**config.mk**
```make
export PLATFORM = sky130hd
export DESIGN_NAME = mips_alu
export DESIGN_NICKNAME = d
export VERILOG_FILES = /design/src/rtl/mips_alu.sv
export SDC_FILE = /design/constraint.sdc
export NUM_CORES = 1
export LEC_CHECK = 0
export CAP_MARGIN = 15
export CELL_PAD_IN_SITES_DETAIL_PLACEMENT = 0
export CELL_PAD_IN_SITES_GLOBAL_PLACEMENT = 1
export CORE_UTILIZATION = 35
export CTS_CLUSTER_DIAMETER = 30
export DETAILED_ROUTE_END_ITERATION = 10
export DONT_BUFFER_PORTS = 1
export HOLD_SLACK_MARGIN = 0.02
export PLACE_DENSITY_LB_ADDON = 0.1
export SLEW_MARGIN = 0
export SYNTH_ARGS = -nofsm -noshare
export SYNTH_HDL_FRONTEND = slang
export SYNTH_HIERARCHICAL = 1
export SYNTH_SLANG_ARGS = --single-unit
```
**constraint.sdc**
```tcl
create_clock -name clk -period 17.49 [get_ports clk]
set_input_delay 0.8745 -clock clk [delete_from_list [all_inputs] [get_ports clk]]
set_output_delay 0.8745 -clock clk [all_outputs]
set_load 0.03 [all_outputs]
```
**src/rtl/mips_alu.sv**
```systemverilog
`default_nettype none
// ============================================================================
// Module      : bit_adder
// Description : Single-bit full adder. It is the cell of the ALU ripple chain
//               and is also instantiated on its own as the branch-target adder.
// Ports       : A, B   - addend bits
//               cin    - carry in
//               F      - sum bit
//               cout   - carry out
// Revision    : 1.0 - initial release
// ============================================================================
module bit_adder (
    input  logic A,
    input  logic B,
    input  logic cin,
    output logic F,
    output logic cout
);

    assign F    = A ^ B ^ cin;
    assign cout = (A & B) | (A & cin) | (B & cin);

endmodule

// ============================================================================
// Module      : mips_alu
// Description : 32-bit integer ALU for the EX stage of the 5-stage MIPS
//               pipeline. ADD/SUB/SLT share one ripple chain of bit_adder
//               cells. The combinational result feeds the EX/MEM register, and
//               a registered copy of result and carry is kept for status.
// Ports       : clk      - clock, rising edge updates result_q/cout_q
//               rst      - synchronous active-high reset of the status regs
//               A, B     - operands after the forwarding muxes
//               alucon   - operation select
//                          000 ADD, 001 SUB, 010 AND, 011 OR, 100 XOR,
//                          101 NOR, 110 SLT, 111 PASS
//               cin      - carry-in for ADD (tied to 0 in the pipeline)
//               ALU_out  - combinational result
//               cout     - combinational carry out of the top bit
//               result_q - ALU_out registered
//               cout_q   - cout registered
// Revision    : 1.0 - initial release
// ============================================================================
module mips_alu #(
    parameter int WIDTH = 32
) (
    input  logic             clk,
    input  logic             rst,
    input  logic [WIDTH-1:0] A,
    input  logic [WIDTH-1:0] B,
    input  logic [2:0]       alucon,
    input  logic             cin,
    output logic [WIDTH-1:0] ALU_out,
    output logic             cout,
    output logic [WIDTH-1:0] result_q,
    output logic             cout_q
);

    localparam logic [2:0] c_OP_ADD  = 3'b000;
    localparam logic [2:0] c_OP_SUB  = 3'b001;
    localparam logic [2:0] c_OP_AND  = 3'b010;
    localparam logic [2:0] c_OP_OR   = 3'b011;
    localparam logic [2:0] c_OP_XOR  = 3'b100;
    localparam logic [2:0] c_OP_NOR  = 3'b101;
    localparam logic [2:0] c_OP_SLT  = 3'b110;
    localparam logic [2:0] c_OP_PASS = 3'b111;

    logic             w_sub;
    logic [WIDTH-1:0] w_b_chain;
    logic [WIDTH:0]   w_carry;
    logic [WIDTH-1:0] w_sum;
    logic             w_ovf;
    logic             w_slt;
    logic [WIDTH-1:0] w_alu_out;
    logic             w_cout;
    logic [WIDTH-1:0] r_result;
    logic             r_cout;

    // SLT reuses the subtract path: A + ~B + 1.
    assign w_sub      = (alucon == c_OP_SUB) || (alucon == c_OP_SLT);
    assign w_b_chain  = w_sub ? ~B : B;
    assign w_carry[0] = w_sub ? 1'b1 : cin;

    generate
        for (genvar i = 0; i < WIDTH; i++) begin : g_chain
            bit_adder u_bit (
                .A    (A[i]),
                .B    (w_b_chain[i]),
                .cin  (w_carry[i]),
                .F    (w_sum[i]),
                .cout (w_carry[i+1])
            );
        end
    endgenerate

    // Signed overflow of A - B: operand signs differ and the result sign
    // disagrees with A. The true sign of the difference is sum sign ^ ovf.
    assign w_ovf = (A[WIDTH-1] ^ B[WIDTH-1]) & (w_sum[WIDTH-1] ^ A[WIDTH-1]);
    assign w_slt = w_sum[WIDTH-1] ^ w_ovf;

    always_comb begin
        w_alu_out = '0;
        w_cout    = 1'b0;
        case (alucon)
            c_OP_ADD: begin
                w_alu_out = w_sum;
                w_cout    = w_carry[WIDTH];
            end
            c_OP_SUB: begin
                w_alu_out = w_sum;
                w_cout    = w_carry[WIDTH];
            end
            c_OP_AND:  w_alu_out = A & B;
            c_OP_OR:   w_alu_out = A | B;
            c_OP_XOR:  w_alu_out = A ^ B;
            c_OP_NOR:  w_alu_out = ~(A | B);
            c_OP_SLT: begin
                w_alu_out = {{(WIDTH-1){1'b0}}, w_slt};
                w_cout    = w_carry[WIDTH];
            end
            c_OP_PASS: w_alu_out = A;
            // Unknown select must not masquerade as a legal result.
            default: begin
                w_alu_out = 'x;
                w_cout    = 1'bx;
            end
        endcase
    end

    assign ALU_out = w_alu_out;
    assign cout    = w_cout;

    always_ff @(posedge clk) begin
        if (rst) begin
            r_result <= '0;
            r_cout   <= 1'b0;
        end else begin
            r_result <= w_alu_out;
            r_cout   <= w_cout;
        end
    end

    assign result_q = r_result;
    assign cout_q   = r_cout;

endmodule
`default_nettype wire

```
==> out/results.ini, run 1 <==
[timing]
drv_slew = 0
holdWs_ns = 0.642
min_period_ns = 15.85
fmax_ghz = 0.0631
final-setup-viol-count = 0
fin_crit_sh = 0.906
max-slew-margin-rel = 0.302
fin_ws_ns = 1.64
hold_viol_final = 0
finalSetupTns_ns = 0
worst_pin_slew_ns = 1.04
rsz0062_at_grt = false

[die]
fp.coreArea_mm2 = 0.0128
start_util = 0.366
die_h_um = 118
std_cell_rows = 41
die_w_um = 118
ios = 136
die_area_mm2 = 0.0139

[setup_path]
critical_path.slowest_cell = fa_1
slowest_delay_ns = 0.47
cp-start-kind = primary input
critical_path.max_fanout = 62
worstSetupPathType = in2out
worst_setup_path_end_kind = output port
crit_required_ns = 16.62
arrival_ns = 14.98
crit_top_cell = fa_1

[placement]
place_inst = 673
gp_congestion = 0.798
place_hpwl_um = 9600
dp_slack_ns = 1.60
port_buffers = 0
placed_cell_area_mm2 = 0.00474

[synthesis]
postSynthAreaPerCell_um2 = 8.81
syn_inst = 533
yosys-top-cells-area = ha_1 17%, dfxtp_1 14%, fa_1 14%
synthArstFlopShare = 0
synth_nets = 699
synth_top_cell_area_share = 0.171
synth_edf_count = 0
synth_cell_types = 34
yosys.area.top_type = ha_1
ys.warnings.count = 6
yosysSeqAreaShare = 0.141
ys_ff_latch = 33
synthFlopType = dfxtp_1
syn_area_mm2 = 0.00469

[clock_tree]
clock_path_buffers = 2
post_cts_buffers = 0
path_clk_slew_ns = 0.06
clockRootBuffer = clkbuf_16
holdBufCountCts = 0
cts.sinks = 33
htree_levels = 2
cts_buffers = 5
postCtsResizedCells = 0
cts_tree = built

[run]
maxCapViolCount = 0

[cells_and_area]
design_area_mm2 = 0.00490
fin_nets = 674
final_util = 0.382
layoutNonFillerInstCount = 681
antennaDiodeCount = 0
drive_gt1_frac = 0.108
syn2layout_area_growth_pct = 4.35
fillers = 1335
seqCellArea_um2 = 661
multi_input_area_mm2 = 0.00359

[drt]
detail_route.vias_per_cell = 5.39
via_count = 3673
wl_per_cell_um = 19.9
dr.pass1.iters = 4
drc = 0
drt_iter0_drc = 218
wl_um = 13500
antenna_left = 0

[power]
ir_drop_uv = 38.3
p_leak_nw = 2.11
power_per_cell_area_mw_per_mm2 = 68.4
total_power_mw = 0.335

[global_routing]
antenna_found_initial = 0
grt_pass1_wl_um = 21300
grt_max_degree = 79
grt_pass1_vias = 3700
grt_overflow_total = 0
track_usage = 0.199

[worst_hold_path]
holdCritPathClass = in2reg

[run_status]
outcome = completed

-- path summary, 6_finish.rpt --
kind,startpoint,to,depth (start not counted),slack (ns)
setup / recovery,alucon[2],ALU_out[0],39,1.64
hold / removal,rst,cout_q$_SDFF_PP0_,1,0.64
-- synthesized netlist by cell type, drive strengths merged (2+ instances only) --
cell type,count
or2,9
a21oi,10
fa,32
nor2,25
o22ai,5
buf,25
a311oi,25
xnor2,32
o21ai,2
nor2b,8
a21o,24
mux2,32
ha,64
a32oi,7
inv,64
nand2b,28
clkbuf,11
nand2,33
a211oi,11
a31oi,24
o211ai,22
dfxtp,33
-- kinds of logic (layout without fill, tap and decap cells) --
family                     after synthesis  after routing  synth area share
AOI/OAI and AO/OA                      133            133             0.210
xor gates and xnor gates                32             32            0.0597
adders and majority gates               96             96             0.307
buffers and inverters                  101             77            0.0944
DFF                                     33             33             0.141
muxes                                   32             32            0.0768
and+or+nand+nor                        106            106             0.111
-- where the power goes --
| group | switching (mW) | internal (mW) |
|---|---|---|
| sequential | 0.0185 | 0.0832 |
| clock | 0.0379 | 0.0604 |
| combinational | 0.0815 | 0.0534 |
-- cell usage in the layout, fill, tap and decap left out --
| cell type | count |
|---|---|
| inv_1 | 64 |
| ha_1 | 64 |
| nand2_1 | 33 |
| dfxtp_1 | 33 |
| mux2_2 | 32 |
| xnor2_1 | 32 |
| fa_1 | 32 |
| nand2b_1 | 28 |
| a311oi_1 | 25 |
| a21o_1 | 24 |
| nor2_1 | 24 |
| a31oi_1 | 24 |
| o211ai_1 | 22 |
| a211oi_1 | 11 |
| or2_2 | 9 |
| a21oi_1 | 9 |
| nor2b_1 | 8 |
| a32oi_1 | 7 |
| o22ai_1 | 5 |
| clkbuf_16 | 5 |
| buf_4 | 4 |
| o21ai_0 | 2 |
| clkbuf_8 | 2 |
| and3_1 | 1 |
| nor2_2 | 1 |
| clkinv_1 | 1 |
| and2_1 | 1 |
| and3b_1 | 1 |
| a221oi_1 | 1 |
| a21oi_4 | 1 |
| o21a_1 | 1 |
| o21bai_1 | 1 |
| clkinv_2 | 1 |
-- critical path: cells and delay by family --
family	cells	cell delay (ns)
fa+ha+maj	32	12.94
compound gates	2	0.26
xor+xnor	1	0.11
simple gates	2	0.31
buf+inv	1	0.18
mux	1	0.28
-- state kept, by name (all words and copies together) (netlist names) --
| signal | cells |
|---|---|
| result_q | 32 |
| cout_q | 1 |
-- metal layers --
layer  wire length, um  part of all wire  global-route usage
met1              5910              0.44               0.260
met2              6300              0.47               0.315
met3              1130             0.084              0.0504
met4               193             0.014              0.0713
met5                 0                 0                   0
-- area by class of cell --
class | count | area share
clock inverter | 1 | 0.00102
clock buffer | 7 | 0.0312
tap | 172 | 0.0439
sequential | 33 | 0.135
multi-input combinational | 399 | 0.733
timing repair buffer | 4 | 0.00613
inverter | 65 | 0.0498
Power figures use the tool's default switching activity.
==> inputs of run 2 (changes only) <==
PLACE_DENSITY = 0.63   (was default)
PLACE_DENSITY_LB_ADDON = default   (was 0.1)
==> run 2 against run 1 <==
Net effect: global-route usage shrank 0.19 points; critical endpoint unchanged; highest routed layer unchanged; combinational power is essentially flat; fmax shrank 0.46%.
==> out/results.ini, run 2 (same netlist as run 1, synthesis figures left out) <==
[cells_and_area]
layout_common_cells = 64 x inv_1, 64 x ha_1, 33 x nand2_1, 33 x dfxtp_1
fin_nets = 674
antennaDiodeCount = 0
drive_gt1_frac = 0.106
largest_reg_flops = 32
final_util = 0.383
layoutNonFillerInstCount = 681
fillers = 1328
syn2layout_area_growth_pct = 4.67

[drt]
wl_per_cell_um = 19.6
wl_um = 13400
drc = 0
detail_route.vias_per_cell = 5.51
via_count = 3754
antenna_left = 0
drt_iter0_drc = 231
dr.pass1.iters = 4

[power]
ir_drop_uv = 31.0
total_power_mw = 0.345
power_per_cell_area_mw_per_mm2 = 70.3
p_leak_nw = 2.12

[placement]
gp_congestion = 0.835
place_inst = 673
place_hpwl_um = 9720
port_buffers = 0

[clock_tree]
clock_path_buffers = 2
holdBufCountCts = 0
post_cts_buffers = 0
cts.sinks = 33
cts_tree = built
clockRootBuffer = clkbuf_16
htree_levels = 2
postCtsResizedCells = 0
path_clk_slew_ns = 0.06
cts_buffers = 5

[run]
maxCapViolCount = 0

[setup_path]
crit_top_cell = fa_1
critPathLaunch = alucon[0]
arrival_ns = 15.05
worstSetupPathType = in2out
crit_required_ns = 16.62
path_delay_family = adder cells
cp_num_buf_inv = 2
critical_path.slowest_cell = fa_1
slowest_delay_ns = 0.47
cp-start-kind = primary input
worst_setup_path_end_kind = output port
critical_path.max_fanout = 78

[run_status]
outcome = completed

[die]
ios = 136
fp.coreArea_mm2 = 0.0128
start_util = 0.366
die_area_mm2 = 0.0139
die_h_um = 118
std_cell_rows = 41
die_w_um = 118

[worst_hold_path]
holdCritPathClass = in2reg
hp-start = rst

[global_routing]
antenna_found_initial = 0
grt_overflow_total = 0
grt_max_degree = 79
track_usage = 0.197
grt_pass1_wl_um = 21200
grt_pass1_vias = 3789

[timing]
drv_slew = 0
max-slew-margin-rel = 0.307
hold_viol_final = 0
holdWs_ns = 0.640
finalSetupTns_ns = 0
worst_pin_slew_ns = 1.03
rsz0062_at_grt = false
min_period_ns = 15.92
fmax_ghz = 0.0628
fin_crit_sh = 0.911
final-setup-viol-count = 0

==> run 2: layout make-up <==
type | instances | area (um^2) | area share
inverters | 65 | 244 | 0.0497
well taps | 172 | 215 | 0.0438
clock buffers | 7 | 143 | 0.0290
multi-input cells | 399 | 3590 | 0.731
flip-flops and latches | 33 | 661 | 0.134
repair buffers | 4 | 30.0 | 0.00611
clock inverters | 1 | 30.0 | 0.00611
==> run 2: power breakdown <==
| part | switching, mW | total, mW | leakage, nW | internal [mW] |
|---|---|---|---|---|
| sequential | 0.0185 | 0.102 | 0.274 | 0.0832 |
| clock | 0.0375 | 0.109 | 0.0841 | 0.0713 |
| combinational | 0.0814 | 0.135 | 1.76 | 0.0533 |
==> run 2: path summary, 6_finish.rpt <==
check | endpoint | slack, ns | cells past startpoint
max | ALU_out[0] | 1.57 | 39
min | cout_q$_SDFF_PP0_ | 0.64 | 1
==> run 2: through the flow <==
step | area (um^2) | worst slack [ns]
after floorplan | 4690 | 2.14
after detailed placement | 4740 | 1.60
final | 4910 | 1.57
after global routing | 4910 | 1.01
after global placement | 4740 | 1.88
after CTS | 4910 | 1.50
==> run 2: routing by layer <==
| metal | part of all wire | GRT usage | up-vias |
|---|---|---|---|
| met5 | 0 | 0 | - |
| met4 | 0.0091 | 0.0553 | 0 |
| met3 | 0.11 | 0.0756 | 8 |
| met2 | 0.45 | 0.307 | 127 |
| met1 | 0.43 | 0.252 | 1821 |
| li1 | - | - | 1798 |
==> inputs of run 3 (changes only) <==
REMOVE_ABC_BUFFERS = 1   (was default)
==> run 3 against run 2 <==
Net effect: combinational power is 4% lower; fmax decreased by 3.0%; utilization fell by 0.35 points; die area unchanged; sequential share of layout area is 0.12 points higher.
==> out/results.ini, run 3 (same netlist as run 1, synthesis figures left out) <==
[run_status]
outcome = completed

[timing]
min_period_ns = 16.42
fmax_ghz = 0.0609
holdWs_ns = 0.645
max-slew-margin-rel = 0.327
final-setup-viol-count = 0
drv_slew = 0
fin_ws_ns = 1.07
fin_crit_sh = 0.939
hold_viol_final = 0
rsz0062_at_grt = false
finalSetupTns_ns = 0
worst_pin_slew_ns = 1.01

[worst_hold_path]
hp-start = rst
holdCritPathClass = in2reg

[clock_tree]
clockRootBuffer = clkbuf_16
holdBufCountCts = 0
cts_tree = built
htree_levels = 2
path_clk_slew_ns = 0.06
clock_path_buffers = 2
cts.sinks = 33
postCtsResizedCells = 0
post_cts_buffers = 0
cts_buffers = 5

[setup_path]
slowest_delay_ns = 0.57
crit_top_cell = fa_1
critical_path.max_fanout = 62
critPathLaunch = alucon[2]
critical_path.slowest_cell = a21oi_4
worstSetupPathType = in2out
crit_required_ns = 16.62
cp_num_buf_inv = 0
path_delay_family = adder cells
worst_setup_path_end_kind = output port
arrival_ns = 15.55
cp-start-kind = primary input

[die]
std_cell_rows = 41
start_util = 0.366
die_area_mm2 = 0.0139
die_h_um = 118
ios = 136
fp.coreArea_mm2 = 0.0128
die_w_um = 118

[global_routing]
grt_pass1_vias = 3856
grt_pass1_wl_um = 20800
grt_overflow_total = 0
track_usage = 0.191
antenna_found_initial = 0
grt_max_degree = 79

[cells_and_area]
largest_reg_flops = 32
fin_nets = 672
antennaDiodeCount = 0
drive_gt1_frac = 0.101
syn2layout_area_growth_pct = 3.71
layoutNonFillerInstCount = 678
layout_common_cells = 64 x inv_1, 64 x ha_1, 33 x nand2_1, 33 x dfxtp_1
final_util = 0.380

[power]
ir_drop_uv = 31.2
power_per_cell_area_mw_per_mm2 = 67.0
p_leak_nw = 2.09

[placement]
place_inst = 671
place_hpwl_um = 8870
dp_slack_ns = 1.18
gp_congestion = 0.814
port_buffers = 0

[drt]
via_count = 3679
dr.pass1.iters = 6
drt_iter0_drc = 149
detail_route.vias_per_cell = 5.43
wl_per_cell_um = 18.8
drc = 0
antenna_left = 0
wl_um = 12700

[run]
maxCapViolCount = 0

[run 3: cell types whose count changed in the layout (fill, tap and decap cells not counted), sizes merged]
cell,change
buf,-2
bufinv,-1
[run 3: final cells by class]
class                      count  area, um^2
tap                          172         215
clock buffer                   7         143
inverter                      65         244
fill                        1312        7960
timing repair buffer           2        15.0
sequential                    33         661
multi-input combinational    399        3590
[run 3: where the power goes]
group | leakage [nW] | internal, mW | switching [mW]
clock network | 0.0700 | 0.0561 | 0.0386
registers | 0.274 | 0.0832 | 0.0188
logic | 1.75 | 0.0513 | 0.0781
total | 2.09 | 0.191 | 0.135
[run 3: routing by layer]
layer	track usage	part of all wire
met1	0.233	0.44
met2	0.310	0.46
met3	0.0678	0.087
met4	0.0689	0.019
met5	0	0
[run 3: final timing paths]
kind                      end  depth (start not counted)
max                ALU_out[0]                         38
min   result_q[29]$_SDFF_PP0_                          1
[run 3: through the flow]
stage | cell area, um^2 | power [mW]
global placement | 4720 | 0.231
global route | 4870 | 0.350
finish | 4870 | 0.326
CTS | 4870 | 0.332
floorplan | 4490 | 0.210
detailed placement | 4720 | 0.233
